===== config.mk =====
export PLATFORM = sky130hd
export DESIGN_NAME = peak_stream_out_flat
export DESIGN_NICKNAME = d
export VERILOG_FILES = /design/src/rtl/peak_stream_out_pkg.sv /design/src/rtl/peak_stream_out_if.sv /design/src/rtl/peak_frame_bank.sv /design/src/rtl/peak_stream_out.sv /design/src/flat_wrapper.sv
export SDC_FILE = /design/constraint.sdc
export NUM_CORES = 1
export LEC_CHECK = 0
export CAP_MARGIN = 20
export CELL_PAD_IN_SITES_DETAIL_PLACEMENT = 0
export CELL_PAD_IN_SITES_GLOBAL_PLACEMENT = 1
export CORE_MARGIN = 2
export CORE_UTILIZATION = 40
export CTS_CLUSTER_SIZE = 12
export DETAILED_ROUTE_END_ITERATION = 6
export GPL_ROUTABILITY_DRIVEN = 0
export PLACE_DENSITY = 0.86
export SETUP_SLACK_MARGIN = 0.1
export SLEW_MARGIN = 0
export SYNTH_ARGS = -nofsm -noshare
export SYNTH_HDL_FRONTEND = slang
export SYNTH_SLANG_ARGS = --single-unit
export TNS_END_PERCENT = 50

===== constraint.sdc =====
create_clock -name clk -period 1.71 [get_ports clk]
set_clock_uncertainty 0.05 [all_clocks]
set_input_delay 0.342 -clock clk [delete_from_list [all_inputs] [get_ports clk]]
set_output_delay 0.342 -clock clk [all_outputs]
set_load 0.02 [all_outputs]

===== src/rtl/peak_stream_out_pkg.sv =====
// Shared constants, state encoding and helpers for the peak output streamer.
// Supplies defaults for `Np and `PIXEL_NUM_PER_RAM when no project header set them.
`ifndef Np
`define Np 10
`endif
`ifndef PIXEL_NUM_PER_RAM
`define PIXEL_NUM_PER_RAM 3
`endif

package peak_stream_out_pkg;

   localparam int NP_DEF  = `Np;
   localparam int PIX_DEF = `PIXEL_NUM_PER_RAM;

   typedef enum logic {
      IDLE,
      STREAM
   } state_t;

   function automatic int idxW(input int p);
      return (p > 1) ? $clog2(p) : 1;
   endfunction

endpackage


===== src/rtl/peak_stream_out_if.sv =====
// Valid/ready beat stream carrying one pixel peak per transfer.
// Master drives the beat, slave answers with outReady.
interface peak_stream_out_if #(
   parameter int NP = 10,
   parameter int IW = 2
);

   logic          outValid;
   logic          outReady;
   logic [NP-1:0] outPeak;
   logic [IW-1:0] outPixelIdx;
   logic          outLast;

   modport master (
      output outValid,
      output outPeak,
      output outPixelIdx,
      output outLast,
      input  outReady
   );

   modport slave (
      input  outValid,
      input  outPeak,
      input  outPixelIdx,
      input  outLast,
      output outReady
   );

endinterface


===== src/rtl/peak_frame_bank.sv =====
// One frame of PIX peak bins: whole-frame load, indexed combinational read.
// Pixel k of the flattened frame lands in entry k.
module peak_frame_bank
   import peak_stream_out_pkg::*;
#(
   parameter int NP  = NP_DEF,
   parameter int PIX = PIX_DEF,
   parameter int IW  = idxW(PIX)
) (
   input  logic              clk,
   input  logic              res,
   input  logic              load,
   input  logic [NP*PIX-1:0] frame,
   input  logic [IW-1:0]     rdIdx,
   output logic [NP-1:0]     rdData
);

   logic [PIX-1:0][NP-1:0] mem;

   always_ff @(posedge clk or negedge res) begin
      if (!res) begin
         mem <= '0;
      end else if (load) begin
         mem <= frame;
      end
   end

   always_comb begin
      rdData = '0;
      if (int'(rdIdx) < PIX) begin
         rdData = mem[rdIdx];
      end
   end

endmodule


===== src/rtl/peak_stream_out.sv =====
// Streams completed peak frames one pixel per beat with a one-deep frame queue.
// Define PEAK_DIST_OFFSET_EN to add distOffset and saturating bin subtraction.
module peak_stream_out
   import peak_stream_out_pkg::*;
#(
   parameter int NP  = NP_DEF,
   parameter int PIX = PIX_DEF
) (
   input  logic              clk,
   input  logic              res,
   input  logic              peakValid,
   input  logic [NP*PIX-1:0] peakResult,
`ifdef PEAK_DIST_OFFSET_EN
   input  logic [NP-1:0]     distOffset,
`endif
   peak_stream_out_if.master strm,
   output logic              overflowErr
);

   localparam int            IW      = idxW(PIX);
   localparam logic [IW-1:0] LASTIDX = IW'(PIX - 1);

   state_t        state;
   logic          act;
   logic          pendV;
   logic [IW-1:0] idx;

   logic          xfer;
   logic          lastXfer;
   logic          ldEn;
   logic          ldSel;
   logic [1:0]    ld;
   logic [NP-1:0] rd [2];
   logic [NP-1:0] raw;

   assign xfer     = (state == STREAM) && strm.outReady;
   assign lastXfer = xfer && (idx == LASTIDX);

   // New frame goes to the idle bank, except when the pending bank is
   // promoted on this edge: then the outgoing active bank takes it.
   assign ldEn  = peakValid && ((state == IDLE) || lastXfer || !pendV);
   assign ldSel = (lastXfer && pendV) ? act : ~act;
   assign ld    = {ldEn && ldSel, ldEn && !ldSel};

   for (genvar g = 0; g < 2; g++) begin : gBank
      peak_frame_bank #(
         .NP  (NP),
         .PIX (PIX),
         .IW  (IW)
      ) uBank (
         .clk    (clk),
         .res    (res),
         .load   (ld[g]),
         .frame  (peakResult),
         .rdIdx  (idx),
         .rdData (rd[g])
      );
   end

   always_ff @(posedge clk or negedge res) begin
      if (!res) begin
         state       <= IDLE;
         act         <= 1'b0;
         pendV       <= 1'b0;
         idx         <= '0;
         overflowErr <= 1'b0;
      end else begin
         if (peakValid && (state == STREAM) && pendV && !lastXfer) begin
            overflowErr <= 1'b1;
         end
         unique case (1'b1)
            (state == IDLE): begin
               if (peakValid) begin
                  state <= STREAM;
                  act   <= ~act;
                  idx   <= '0;
               end
            end
            lastXfer: begin
               idx   <= '0;
               pendV <= pendV && peakValid;
               if (pendV || peakValid) begin
                  act <= ~act;
               end else begin
                  state <= IDLE;
               end
            end
            default: begin
               if (xfer) begin
                  idx <= idx + IW'(1);
               end
               if (peakValid && !pendV) begin
                  pendV <= 1'b1;
               end
            end
         endcase
      end
   end

   assign raw              = act ? rd[1] : rd[0];
   assign strm.outValid    = (state == STREAM);
   assign strm.outPixelIdx = idx;
   assign strm.outLast     = (state == STREAM) && (idx == LASTIDX);

`ifdef PEAK_DIST_OFFSET_EN
   assign strm.outPeak = (raw > distOffset) ? (raw - distOffset) : '0;
`else
   assign strm.outPeak = raw;
`endif

endmodule


===== src/flat_wrapper.sv =====
// flat-port wrapper written by rule: the top's interface ports become plain ports
module peak_stream_out_flat import peak_stream_out_pkg::*;
#(
   parameter int NP  = NP_DEF,
   parameter int PIX = PIX_DEF
)
  (clk, res, peakValid, peakResult, overflowErr, strm_outValid, strm_outPeak, strm_outPixelIdx, strm_outLast, strm_outReady);
  peak_stream_out_if #(.NP(NP), .IW((2))) strm_i ();
  input  logic clk;
  input  logic res;
  input  logic peakValid;
  input  logic [NP*PIX-1:0] peakResult;
  output logic overflowErr;
  output wire logic [$bits(strm_i.outValid)-1:0] strm_outValid;
  output wire logic [$bits(strm_i.outPeak)-1:0] strm_outPeak;
  output wire logic [$bits(strm_i.outPixelIdx)-1:0] strm_outPixelIdx;
  output wire logic [$bits(strm_i.outLast)-1:0] strm_outLast;
  input wire logic [$bits(strm_i.outReady)-1:0] strm_outReady;
  assign strm_outValid = strm_i.outValid;
  assign strm_outPeak = strm_i.outPeak;
  assign strm_outPixelIdx = strm_i.outPixelIdx;
  assign strm_outLast = strm_i.outLast;
  assign strm_i.outReady = strm_outReady;
  peak_stream_out #(.NP(NP), .PIX(PIX)) u_core (.clk(clk), .res(res), .peakValid(peakValid), .peakResult(peakResult), .strm(strm_i), .overflowErr(overflowErr));
endmodule

==> results.py <==
metrics = {
    "grt": {
        "antenna_found_initial": 0,
        "grt_first_pass_wirelength_um": 28600,
        "grt_overflow": 0,
        "first_global_vias": 5506,
        "grt_max_degree": 61,
        "grtUsageTotal_pct": 25.3,
    },
    "setup_path": {
        "arrival_ns": 1.89,
        "r2r_end": "u_core.gBank[0].uBank.mem[16]",
        "crit_required_ns": 1.32,
        "r2r-start": "u_core.strm.outPixelIdx[1]",
        "path_cells": "ha_4, or3b_4, buf_6, a21o_1, o221ai_4, buf_6",
        "worst_path_most_repeated_cell": "buf_6",
        "startpoint_type": "flop",
        "path_delay_family": "flip-flops",
        "r2r_setup_slack_ns": -0.23,
        "worst_setup_path_end_kind": "output port",
        "crit_slowest_cell": "dfrtp_2",
        "crit_type": "flop to output port",
        "rr_worst_depth": 8,
        "crit_buf_inv": 2,
        "slowest_delay_ns": 0.44,
        "critPathMaxFanout": 7,
    },
    "route": {
        "ant_nets": 0,
        "wirelength_um": 18700,
        "drt_iter0_markers": 451,
        "dr.pass1.iters": 5,
        "num_vias": 5538,
        "drc": 0,
        "via_per_inst": 6.52,
        "wire_per_inst_um": 22.0,
    },
    "floorplan": {
        "ios": 49,
        "die_area_mm2": 0.0138,
        "core_mm2": 0.0126,
        "die_w_um": 117,
        "fp-row-count": 41,
        "die_h_um": 117,
        "initial_utilization_pct": 40.9,
    },
    "power": {
        "p_leak_nw": 2.86,
        "vdd_drop_max_mv": 1.56,
        "p_per_area_mw_per_mm2": 1970,
        "p_sw_share_pct": 42.7,
        "power_frac_seq_pct": 19.2,
        "netSwitchingPower_mw": 6.32,
        "combPwrFrac_pct": 67.5,
        "clock_power_share_pct": 13.3,
        "power.internal_mw": 8.48,
    },
    "final_layout": {
        "final_cell_mix": "69 x buf_4, 63 x dfrtp_1, 58 x a311oi_1",
        "drive_gt1_share_pct": 30.7,
        "diodes": 0,
        "final_area_mm2": 0.00753,
        "nNetsFinal": 709,
        "area_growth_pct": 46.7,
        "final_common_cell": "buf_4",
        "fillers": 985,
    },
    "sta": {
        "period_minus_slack_ns": 2.28,
        "max_freq_mhz": 438,
        "fin_ws_ns": -0.574,
        "period_share_pct": 134,
        "rsz0062_at_grt": "true",
        "maxSlewViolCount": 0,
        "tightest_slew_ns": 0.859,
        "setup_viol": 71,
        "slew_headroom_pct": 42.8,
        "finalHoldViolCount": 0,
    },
    "yosys": {
        "synthXorXnorAreaFrac_pct": 0.171,
        "synth_warnings": 0,
        "netlist_area_mm2": 0.00513,
        "synth-simple-area-share_pct": 29.7,
        "synth_mux_area_share_pct": 0.195,
        "synth_top_family_by_area": "simple AND/OR/NAND/NOR gates",
        "synth-compound-area-share_pct": 26.7,
        "ys_ff_latch": 66,
        "syn_inst": 579,
        "syn-mean-instance-area_um2": 8.87,
        "synth.distinct_cells": 34,
        "synth_seq_area_share_pct": 32.2,
        "synth_fp_nets": 615,
        "synth-adder-area-share_pct": 0.487,
    },
    "clock_network": {
        "htreeDepth": 3,
        "clk_pin_slew_ns": 0.06,
        "cts_made_buffers": 9,
        "cts_buffer_depth": 2,
        "clockRootBuffer": "clkbuf_16",
        "clock-sinks": 66,
        "clock_latency_ns": 0.34,
        "cts_tree": "yes",
    },
    "outcome": {
        "status": "finished, violations left",
        "violations": "setup timing",
    },
    "place": {
        "dpl.hpwl_um": 10100,
        "placedInstanceArea_mm2": 0.00640,
        "io_buffers": 48,
        "place_ws_ns": -0.705,
    },
    "job": {
        "max-cap-violations": 0,
    },
    "min_path": {
        "hold_class": "input port to async pin",
    },
}
==> how the worst max path moves through the flow <==
| stage | cells past startpoint | to | start | slack (ns) |
|---|---|---|---|---|
| after detailed placement | 6 | strm_outPeak[4] | u_core.strm.outPixelIdx[1] | -0.70 |
| final | 6 | strm_outPeak[4] | u_core.strm.outPixelIdx[1] | -0.57 |
| after global placement | 6 | strm_outPeak[2] | u_core.strm.outPixelIdx[1] | -0.71 |
| after global routing | 6 | strm_outPeak[4] | u_core.strm.outPixelIdx[1] | -0.62 |
| after floorplan | 4 | strm_outPeak[0] | u_core.strm.outPixelIdx[1] | -0.11 |
| after CTS | 6 | strm_outPeak[4] | u_core.strm.outPixelIdx[1] | -0.57 |
==> per-stage QoR <==
stage          TNS [ns]  power, mW  utilization, %  hold WS, ns  instances
5_1_grt          -17.20       15.6            59.9        0.416        850
3_3_place_gp     -11.41       11.0            50.9        0.189        810
2_1_floorplan     -1.05       8.45               -     -0.00359        579
6_report         -14.18       14.8            59.9        0.391        850
4_1_cts          -13.45       14.0            56.6        0.393        843
3_5_place_dp     -14.49       11.3            50.9        0.199        810
==> state kept, by name (all words and copies together), names as in the netlist <==
signal                   count
u_core.pendV                 1
u_core.strm.outValid         1
u_core.overflowErr           1
u_core.gBank.uBank.mem      60
u_core.act                   1
u_core.strm.outPixelIdx      2
==> layer usage <==
layer,vias to the layer above,global-route usage (%),part of all wire (%)
met3,43,3.65,6.7
li1,2462,-,-
met4,0,9.86,2.3
met1,2747,33.8,42
met5,-,0,0
met2,286,41.6,49
==> kinds of logic (layout without fill, tap and decap cells) <==
| group | count (synthesis) | after routing |
|---|---|---|
| flops | 66 | 66 |
| mux | 1 | 1 |
| xor+xnor | 1 | 1 |
| fa+ha+maj | 2 | 2 |
| compound gates | 168 | 168 |
| simple gates | 236 | 238 |
| buf+inv | 105 | 202 |
==> cell usage after synthesis <==
| master | instances | area share (%) |
|---|---|---|
| o311ai_1 | 30 | 5.1 |
| nand2b_1 | 11 | 1.3 |
| and2b_1 | 11 | 1.6 |
| nand2_1 | 34 | 2.5 |
| nor2b_1 | 50 | 6.1 |
| nor2_1 | 2 | 0.15 |
| and4_1 | 30 | 5.1 |
| mux2i_1 | 1 | 0.19 |
| buf_4 | 1 | 0.15 |
| buf_2 | 40 | 3.9 |
| o211ai_1 | 30 | 4.4 |
| o21a_1 | 20 | 2.9 |
| xor2_1 | 1 | 0.17 |
| nand3_1 | 61 | 5.9 |
| ha_1 | 2 | 0.49 |
| a21oi_1 | 4 | 0.39 |
| o221ai_1 | 10 | 1.7 |
| o21ai_1 | 2 | 0.19 |
| and4b_1 | 30 | 5.8 |
| and2_1 | 1 | 0.12 |
| o21ai_0 | 1 | 0.097 |
| or3_1 | 1 | 0.12 |
| inv_1 | 31 | 2.3 |
| buf_6 | 13 | 2.9 |
| nand3b_1 | 1 | 0.15 |
| or3b_1 | 1 | 0.17 |
| a21o_1 | 10 | 1.5 |
| clkbuf_1 | 20 | 1.5 |
| a311oi_1 | 60 | 10 |
| and2_4 | 1 | 0.17 |
| dfrtp_1 | 66 | 32 |
| a41o_1 | 1 | 0.19 |
| and4_4 | 1 | 0.22 |
| nand2_2 | 1 | 0.12 |
==> worst reg2reg max path: cells and delay by family, from the launching register on <==
kind | cells | cell delay, ns
DFF | 1 | 0.44
adders and majority gates | 1 | 0.16
buffers and inverters | 5 | 0.69
AOI/OAI and AO/OA | 1 | 0.28
and+or+nand+nor | 1 | 0.21
==> timing repair <==
action,in CTS,in global routing
cloned,7,5
endpoints found under the setup margin,75,74
endpoints found under the hold margin,9,0
hold buffers,1,0
resized for setup,100,55
pin swaps,3,7
buffers inserted,9,4
==> power groups by stage <==
stage,Combinational [mW],Clock (mW),Sequential [mW]
2_1_floorplan,5.78,0,2.67
4_1_cts,9.24,1.95,2.79
5_1_grt,10.7,2.06,2.92
3_3_place_gp,8.29,0,2.74
6_report,9.99,1.97,2.84
3_5_place_dp,8.54,0,2.80
==> area by class of cell <==
class	count	area (µm²)	share of cell area, %
Clock buffer	11	253	3.36
Clock inverter	5	52.6	0.698
Inverter	31	116	1.55
Multi-Input combinational cell	410	3530	46.9
Sequential cell	66	1660	22.0
Tap cell	172	215	2.86
Timing Repair Buffer	155	1710	22.7
No activity file was read; power rests on OpenSTA's default activity.
